`src/rtl/sub_repeat_div_pkg.sv`:
```
// Shared types and helpers for the restoring shift-subtract divider.
// Used by sub_repeat_divider; the signed path (SUB_REPEAT_DIV_SIGNED_EN) relies on twos_mag.
package sub_repeat_div_pkg;

    localparam int DIV_WIDTH_DEFAULT = 8;

    typedef enum logic [1:0] {S_IDLE, S_RUN, S_DONE} div_state_t;

    // Two's-complement magnitude (or negation) of a zero-extended value; callers keep the low WIDTH bits.
    function automatic logic [63:0] twos_mag(input logic [63:0] value, input logic neg);
        return neg ? (~value + 64'd1) : value;
    endfunction

endpackage

```
`src/rtl/sub_repeat_div_step.sv`:
```
// One combinational restoring-division step: shift in the next dividend bit, trial-subtract the divisor.
module sub_repeat_div_step #(
    parameter int WIDTH = 8
) (
    // The remainder entering a step is always below 2^(WIDTH-1), so its top bit is never needed.
    input  logic [WIDTH-2:0] rem_in,
    input  logic             q_msb,
    input  logic [WIDTH-1:0] divisor,
    output logic [WIDTH-1:0] rem_out,
    output logic             q_bit
);

    logic [WIDTH-1:0] shifted;
    logic [WIDTH:0]   trial;

    always_comb begin
        shifted = {rem_in, q_msb};
        trial   = {1'b0, shifted} - {1'b0, divisor};
        q_bit   = ~trial[WIDTH];
        rem_out = q_bit ? trial[WIDTH-1:0] : shifted;
    end

endmodule

```
`src/rtl/sub_repeat_divider.sv`:
```
// Sequential restoring divider with valid/ready handshakes, one quotient bit per clock.
// Define SUB_REPEAT_DIV_SIGNED_EN for two's-complement operands (truncating division, overflow flag).
module sub_repeat_divider
    import sub_repeat_div_pkg::*;
#(
    parameter int WIDTH = DIV_WIDTH_DEFAULT
) (
    input  logic             i_clk,
    input  logic             i_rst,
    input  logic             i_valid,
    output logic             o_ready,
    input  logic [WIDTH-1:0] i_dividend,
    input  logic [WIDTH-1:0] i_divisor,
    output logic             o_valid,
    input  logic             i_ready,
    output logic [WIDTH-1:0] o_quot,
    output logic [WIDTH-1:0] o_rem,
    output logic             o_dbz,
    output logic             o_ovf,
    output logic             o_busy
);

    localparam int CNT_W = $clog2(WIDTH);

    div_state_t       state, state_next;
    logic [CNT_W-1:0] cnt;
    logic [WIDTH-1:0] quot_q, rem_q, dsr_q;
    logic             dbz_q;
    logic [WIDTH-1:0] step_rem, quot_step;
    logic             step_bit;
    logic [WIDTH-1:0] load_quot, load_dsr, fin_quot, fin_rem;

    sub_repeat_div_step #(.WIDTH(WIDTH)) u_step (
        .rem_in  (rem_q[WIDTH-2:0]),
        .q_msb   (quot_q[WIDTH-1]),
        .divisor (dsr_q),
        .rem_out (step_rem),
        .q_bit   (step_bit)
    );

    assign quot_step = {quot_q[WIDTH-2:0], step_bit};

`ifdef SUB_REPEAT_DIV_SIGNED_EN
    logic neg_quot, neg_rem, ovf_q;

    // Magnitudes go through the unsigned datapath; signs are reapplied on the final step.
    always_comb begin
        load_quot = WIDTH'(twos_mag(64'(i_dividend), i_dividend[WIDTH-1]));
        load_dsr  = WIDTH'(twos_mag(64'(i_divisor), i_divisor[WIDTH-1]));
        fin_quot  = WIDTH'(twos_mag(64'(quot_step), neg_quot));
        fin_rem   = WIDTH'(twos_mag(64'(step_rem), neg_rem));
    end

    always_ff @(posedge i_clk or posedge i_rst) begin
        if (i_rst) begin
            neg_quot <= 1'b0;
            neg_rem  <= 1'b0;
            ovf_q    <= 1'b0;
        end else if (state == S_IDLE && i_valid) begin
            neg_quot <= i_dividend[WIDTH-1] ^ i_divisor[WIDTH-1];
            neg_rem  <= i_dividend[WIDTH-1];
            ovf_q    <= (i_dividend == {1'b1, {(WIDTH-1){1'b0}}}) && (i_divisor == '1);
        end
    end

    assign o_ovf = ovf_q;
`else
    always_comb begin
        load_quot = i_dividend;
        load_dsr  = i_divisor;
        fin_quot  = quot_step;
        fin_rem   = step_rem;
    end

    assign o_ovf = 1'b0;
`endif

    always_ff @(posedge i_clk or posedge i_rst) begin
        if (i_rst) state <= S_IDLE;
        else       state <= state_next;
    end

    always_comb begin
        state_next = state;
        o_ready    = 1'b0;
        o_valid    = 1'b0;
        o_busy     = 1'b0;
        case (state)
            S_IDLE: begin
                o_ready = 1'b1;
                if (i_valid) state_next = (i_divisor == '0) ? S_DONE : S_RUN;
            end
            S_RUN: begin
                o_busy = 1'b1;
                if (cnt == '0) state_next = S_DONE;
            end
            S_DONE: begin
                o_valid = 1'b1;
                if (i_ready) state_next = S_IDLE;
            end
            default: state_next = S_IDLE;
        endcase
    end

    always_ff @(posedge i_clk or posedge i_rst) begin
        if (i_rst) begin
            quot_q <= '0;
            rem_q  <= '0;
            dsr_q  <= '0;
            cnt    <= '0;
            dbz_q  <= 1'b0;
        end else begin
            case (state)
                S_IDLE: if (i_valid) begin
                    cnt   <= CNT_W'(WIDTH - 1);
                    dsr_q <= load_dsr;
                    if (i_divisor == '0) begin
                        quot_q <= '1;
                        rem_q  <= i_dividend;
                        dbz_q  <= 1'b1;
                    end else begin
                        quot_q <= load_quot;
                        rem_q  <= '0;
                        dbz_q  <= 1'b0;
                    end
                end
                S_RUN: begin
                    cnt    <= cnt - CNT_W'(1);
                    quot_q <= (cnt == '0) ? fin_quot : quot_step;
                    rem_q  <= (cnt == '0) ? fin_rem  : step_rem;
                end
                default: ;
            endcase
        end
    end

    assign o_quot = quot_q;
    assign o_rem  = rem_q;
    assign o_dbz  = dbz_q;

endmodule

```
`config.mk`:
```
export PLATFORM = sky130hd
export DESIGN_NAME = sub_repeat_divider
export DESIGN_NICKNAME = d
export VERILOG_FILES = /design/src/rtl/sub_repeat_div_pkg.sv /design/src/rtl/sub_repeat_div_step.sv /design/src/rtl/sub_repeat_divider.sv
export SDC_FILE = /design/constraint.sdc
export NUM_CORES = 1
export LEC_CHECK = 0
export ABC_AREA = 1
export CORE_MARGIN = 2
export CORE_UTILIZATION = 26
export DETAILED_ROUTE_END_ITERATION = 10
export PLACE_DENSITY = 0.45
export SLEW_MARGIN = 40
export SYNTH_ARGS = -nofsm -noshare
export SYNTH_HDL_FRONTEND = slang
export SYNTH_HIERARCHICAL = 1
export SYNTH_SLANG_ARGS = --single-unit
```
`constraint.sdc`:
```
create_clock -name i_clk -period 5.18 [get_ports i_clk]
set_clock_uncertainty 0.15 [all_clocks]
set_input_delay 1.036 -clock i_clk [delete_from_list [all_inputs] [get_ports i_clk]]
set_output_delay 1.036 -clock i_clk [all_outputs]
set_load 0.01 [all_outputs]
```
### Word-level counts from Yosys, hierarchy flattened

Cells that the tools add are included.

* register bits: 30
* latch bits: 0
* RAM bits: 0
* ROM bits: 0
* input bits: 20
* output and inout port bits: 21
* logic and storage cells: 39
* memories: 0

* add/subtract/negate cells: 2
* multipliers: 0
* divide/modulo/power cells: 0
* order comparisons: 0
* equal/unequal tests: 5
* shift-type cells: 0
* multiplexer cells: 18
* bitwise gates (word level): 1
* reduce and logical (&&, ||, !) cells: 7

Operators with widths (count)
* 2-to-1 mux 8 bit: 5
* one-hot mux 8 bit (2 select lines): 2
* subtractor 8 x 8 -> 9 bit: 1
* zero test 8 bit: 1
* 2-to-1 mux 2 bit: 4
* inequality test 2 bit (second input constant): 3
* one-hot mux 2 bit (3 select lines): 1
* one-hot mux 3 bit (2 select lines): 1
* 2-to-1 mux 1 bit: 4
* AND reduction 2 bit: 2
* zero test 3 bit: 1
* 2-to-1 mux 3 bit: 1
* AND reduction 3 bit: 1
* subtractor 3 x 1 -> 3 bit (second input constant): 1
* == test 2 x 1 -> 1 bit (second input constant): 1
* == test 2 bit (second input constant): 1
* zero test 2 bit: 1
* nonzero test 2 bit: 1
* NOT 1 bit: 1

### Longest topological paths before layout

* word-level depth: 4
* depth in mapped cells: 13
* mapped depth without buffers: 13

### Cells and area by module

The synthesis kept the hierarchy.

By module, submodules not included
* sub_repeat_divider: times used 1, cells an instance 181, area each 1579.0 um^2, sequential area each 750.7 um^2
* sub_repeat_div_step: times used 1, cells an instance 96, area each 543.0 um^2, sequential area each 0.0 um^2

### Least setup slack after synthesis

Ideal clock, no wire load.

* path type: register to register
* start: register quot_q[7] (netlist: o_quot[7])
* end: register rem_q[7] (netlist: o_rem[7])
* data arrival time: 1.904 ns
* required time: 4.953 ns
* path slack: 3.048 ns
* cell stages (with the launch flop): 14
* clock period less this slack: 2.132 ns
* cell sequence: dfrtp_1 > inv_1 > ha_1 > fa_1 > inv_1 > nand2_1 > nand2_1 > nand3_4 > nand2_2 > buf_6 > nand3_1 > nand2_1 > o21ai_2 > a21oi_1

* cells in the longest elaborated chain, start to end: 3

RTL lines
* start: declaration: RTL line sub_repeat_divider.sv:27 `logic [WIDTH-1:0] quot_q, rem_q, dsr_q;`
* start signal: assignment: RTL line sub_repeat_divider.sv:122 `quot_q <= load_quot;`
* start signal: assignment: RTL line sub_repeat_divider.sv:129 `quot_q <= (cnt == '0) ? fin_quot : quot_step;`
* subtractor 8 x 8 -> 9 bit: RTL line sub_repeat_div_step.sv:18 `trial = {1'b0, shifted} - {1'b0, divisor};`
* 2-to-1 mux 8 bit: RTL line sub_repeat_div_step.sv:20 `rem_out = q_bit ? trial[WIDTH-1:0] : shifted;`
* named net fin_rem[7]: RTL line sub_repeat_divider.sv:31 `logic [WIDTH-1:0] load_quot, load_dsr, fin_quot, fin_rem;`
* one-hot mux 8 bit (2 select lines): RTL line sub_repeat_divider.sv:113 `case (state)`
* end signal: assignment: RTL line sub_repeat_divider.sv:119 `rem_q <= i_dividend;`
* end signal: assignment: RTL line sub_repeat_divider.sv:130 `rem_q <= (cnt == '0) ? fin_rem : step_rem;`
* end: declaration: RTL line sub_repeat_divider.sv:27

The timed path passes the listed nets, and every way through them passes these cells.
A chain may end at the register's enable or synchronous reset.

### Worst setup path after layout

* start: register state[1]
* end: output port o_busy

* cells in the longest elaborated chain, start to end: 2

RTL lines
* start: declaration: RTL line sub_repeat_divider.sv:25 `div_state_t state, state_next;`
* start signal: assignment: RTL line sub_repeat_divider.sv:80 `else state <= state_next;`
* == test 2 x 1 -> 1 bit: RTL line sub_repeat_divider.sv:88 `case (state)`
* 2-to-1 mux 1 bit: RTL line sub_repeat_divider.sv:88
* end: declaration: RTL line sub_repeat_divider.sv:20 `output logic o_busy`

Every way passes these cells.

==> impl_results.md <==
- First DRT Iteration DRCs: between 80 and 90
- CTS tree: done
- Setup TNS: 0 ns
- Total wire length: around 5200 um
- Reg clk slew, reported paths: roughly 0.07 ns
- GRT Resource Usage Total: 0.1258
- Comb pwr share: 0.663
- Final period util: 0.5905
- CP max stage delay: 0.57 ns
- Number of port buffers: 39
- Total core area: around 0.008 mm^2
- Global-route wire length before repair: 8714 um
- Netlist cell types: 35
- Met2 Use GR: 0.1964
- CP top delay family: buffers and inverters
- Main area contributors after synthesis: dfrtp_1 35%, nand2_1 11%, inv_1 9.4%
- Grt ovf: 0
- WS Path Type: register to output pin
- Residual DRC count: 0
- Leak: about 1.4 nW
- Flop pwr share: 0.232
- Switching Share: 0.4702
- Max Cap Viol: 0
- Hold Buf Count CTS: 0
- ANT nets after route: 0
- Vias in the first global route: 1812
- Worst path cell trace: inv_1 -> nand2_4 -> inv_1 -> clkdlybuf4s50_1
- RSZ-0062 raised after global routing: no
- Final hold violations: 0
- Vias per inst: 4.314
- Total I/O pin count: between 40 and 50
- Yosys reg bits: 30
- Layout cells sized above 1: 0.1079
- Met3 usage: 0.03113
- Antenna diodes: 0
- Total Die Area: about 0.009 mm^2
- Maximum buffer depth of the clock tree: 2
- Initial antenna violation count: 0
- First drt pass iteration count: 4
- Nets: 345
- Worst Tran Pin Value: just over 0.7 ns
- TritonCTS sink count: 30
- Worst-path fanout max: 35
- Final Total Pwr: 0.001940 W
- Busiest grt layer: met2
- Final Slew Violations: 0
- Mapped cell area: 0.002122 mm^2
- Max transition margin: 0.5221
- Cell Int Power: ~0.0010 W
- Status: complete, no violations
- Min cycle time layout: 3.059 ns
- Post-Syn Nets: 308
- Yosys top cell area share: 0.3538
- Post-CTS sizing: 0
- Dominant cell type by area after synthesis: dfrtp_1
- Final HPWL DP: 3762 um
- Startpoint types: register
- Maximum vdd drop: around 0.18 mV
- Clock Latency Late Sink: 0.28 ns
- P_sw: 0.0009120 W
- Largest net degree at the start of global routing: 36
- Synth-to-layout area growth: 25.29%
- Setup bufs post-CTS: 0
- FMAX: 326.9 MHz
- Placement row count: 32
- Hold Path Class: register to register
- Starting Density: 0.2718
- Power share of the clock group: 0.105
- Sequential area share after synthesis: 0.3538
- Worst Path Required: 3.99 ns
- Crit-path slowest cell: clkdlybuf4s50_1
- Drt wl/cell: ~12 um
- CP arrival: around 1.9 ns
- Most frequent CP cell: inv_1
- Cts bufs inserted: 5
- Vias: 1799
- Element type at the critical path end: output pin
- Pwr per Cell Area: 729.6 mW/mm^2
- H-tree depth: 2
- Mapped Cells: 277
- Synth warn: 6
- Met1 Resource Use GR: 0.1773
- WP buf/inv: 3
- Post-Syn Area per Cell: 7.661 um^2
- Setup violations, final: 0
- CTS root buf: clkbuf_8
- Gpl congestion: 0.7827
- Die Y: 94.34 um
- Die width: 94.34 um
[power groups by stage]
stage / Clock [W] / Combinational (W) / Sequential, W
2_1_floorplan: 0 / 0.000960 / 0.000464
3_3_place_gp: 0 / 0.00128 / 0.000464
3_5_place_dp: 0 / 0.00129 / 0.000455
4_1_cts: 0.000208 / 0.00130 / 0.000454
5_1_grt: 0.000217 / 0.00147 / 0.000470
6_report: 0.000203 / 0.00129 / 0.000451
[placed cells by master, fill, tap and decap left out, types with 2 or more instances in the layout]
cell type and n:
a21boi_1 6, a21oi_1 10, clkbuf_8 6, clkdlybuf4s50_1 39, dfrtp_1 30, ha_1 10
inv_1 53, mux2_4 7, nand2_1 62, nand2_2 4, nand3_1 23, nand3b_1 2
nor2_1 17, nor2_2 3, o211ai_1 2, o21ai_0 10, o21ai_1 8, o21ai_2 3
or2_2 3
[registers in the layout, indices dropped and copies added (netlist names)]
name    flops
o_rem       8
dsr_q       8
cnt         3
o_dbz       1
state       2
o_quot      8
[through the flow]
step                area [um^2]    util  cells  setup WS (ns)  hold slack, ns
finish                     2659  0.3405    417          2.121          0.3597
global route               2659  0.3405    417          1.997          0.3756
CTS                        2659  0.3405    417          2.093          0.3596
detailed placement         2567  0.3288    409          2.308          0.3422
global placement           2567  0.3288    409          2.383          0.3345
floorplan                  2122       -    277          3.048          0.3199
[final cells by class]
class                      count  area (um^2)
timing repair buffer          40        397.9
inverter                      53        198.9
multi-input combinational    184         1092
fill                         843         5149
clock inverter                 1        5.005
tap                          102        127.6
sequential                    30        750.7
clock buffer                   7        86.33
[synth_stat cells]
cell	n
a21oi_1	10
nand2_4	1
buf_2	3
a21boi_0	1
ha_1	10
buf_4	2
xnor2_1	1
buf_6	4
mux2_4	7
fa_1	1
o21ai_2	3
mux2_2	1
conb_1	1
nand2_2	4
o21ai_4	1
o21ai_1	8
nor2_1	17
inv_1	53
dfrtp_1	30
nand3b_1	2
a21oi_2	1
o21bai_1	1
o31ai_1	1
nand3_1	23
nor2_2	3
a21boi_1	6
xor2_1	1
or2_2	3
o21ai_0	10
or2_0	1
clkbuf_2	1
nand3_4	1
nor2_4	1
nand2_1	62
o211ai_1	2
[routing by layer]
metal | wire length [um] | up-vias
met5 | 0 | -
met4 | 38 | 0
met3 | 245 | 5
met2 | 2224 | 34
met1 | 2692 | 826
li1 | - | 934
[logic make-up after synthesis]
family / count (synthesis) / synth area share
and+or+nand+nor: 118 / 0.2524
other: 1 / 0.001767
xor gates and xnor gates: 2 / 0.008256
DFF: 30 / 0.3538
adders and majority gates: 11 / 0.06840
muxes: 8 / 0.05483
AOI/OAI and AO/OA: 44 / 0.1291
buffers and inverters: 63 / 0.1315
[worst paths after layout]
check / from / end / slack (ns) / cells past startpoint
min reg2reg: dsr_q[5] / dsr_q[5] / 0.36 / 1
max in group asynchronous: i_rst / dsr_q[1] / 3.59 / 3
max reg2reg: o_quot[7] / o_rem[7] / 2.81 / 12
max: state[1] / o_busy / 2.12 / 4
min: dsr_q[5] / dsr_q[5] / 0.36 / 1
min in group asynchronous: i_rst / cnt[1] / 1.00 / 3
No activity file was read; power rests on OpenSTA's default activity.
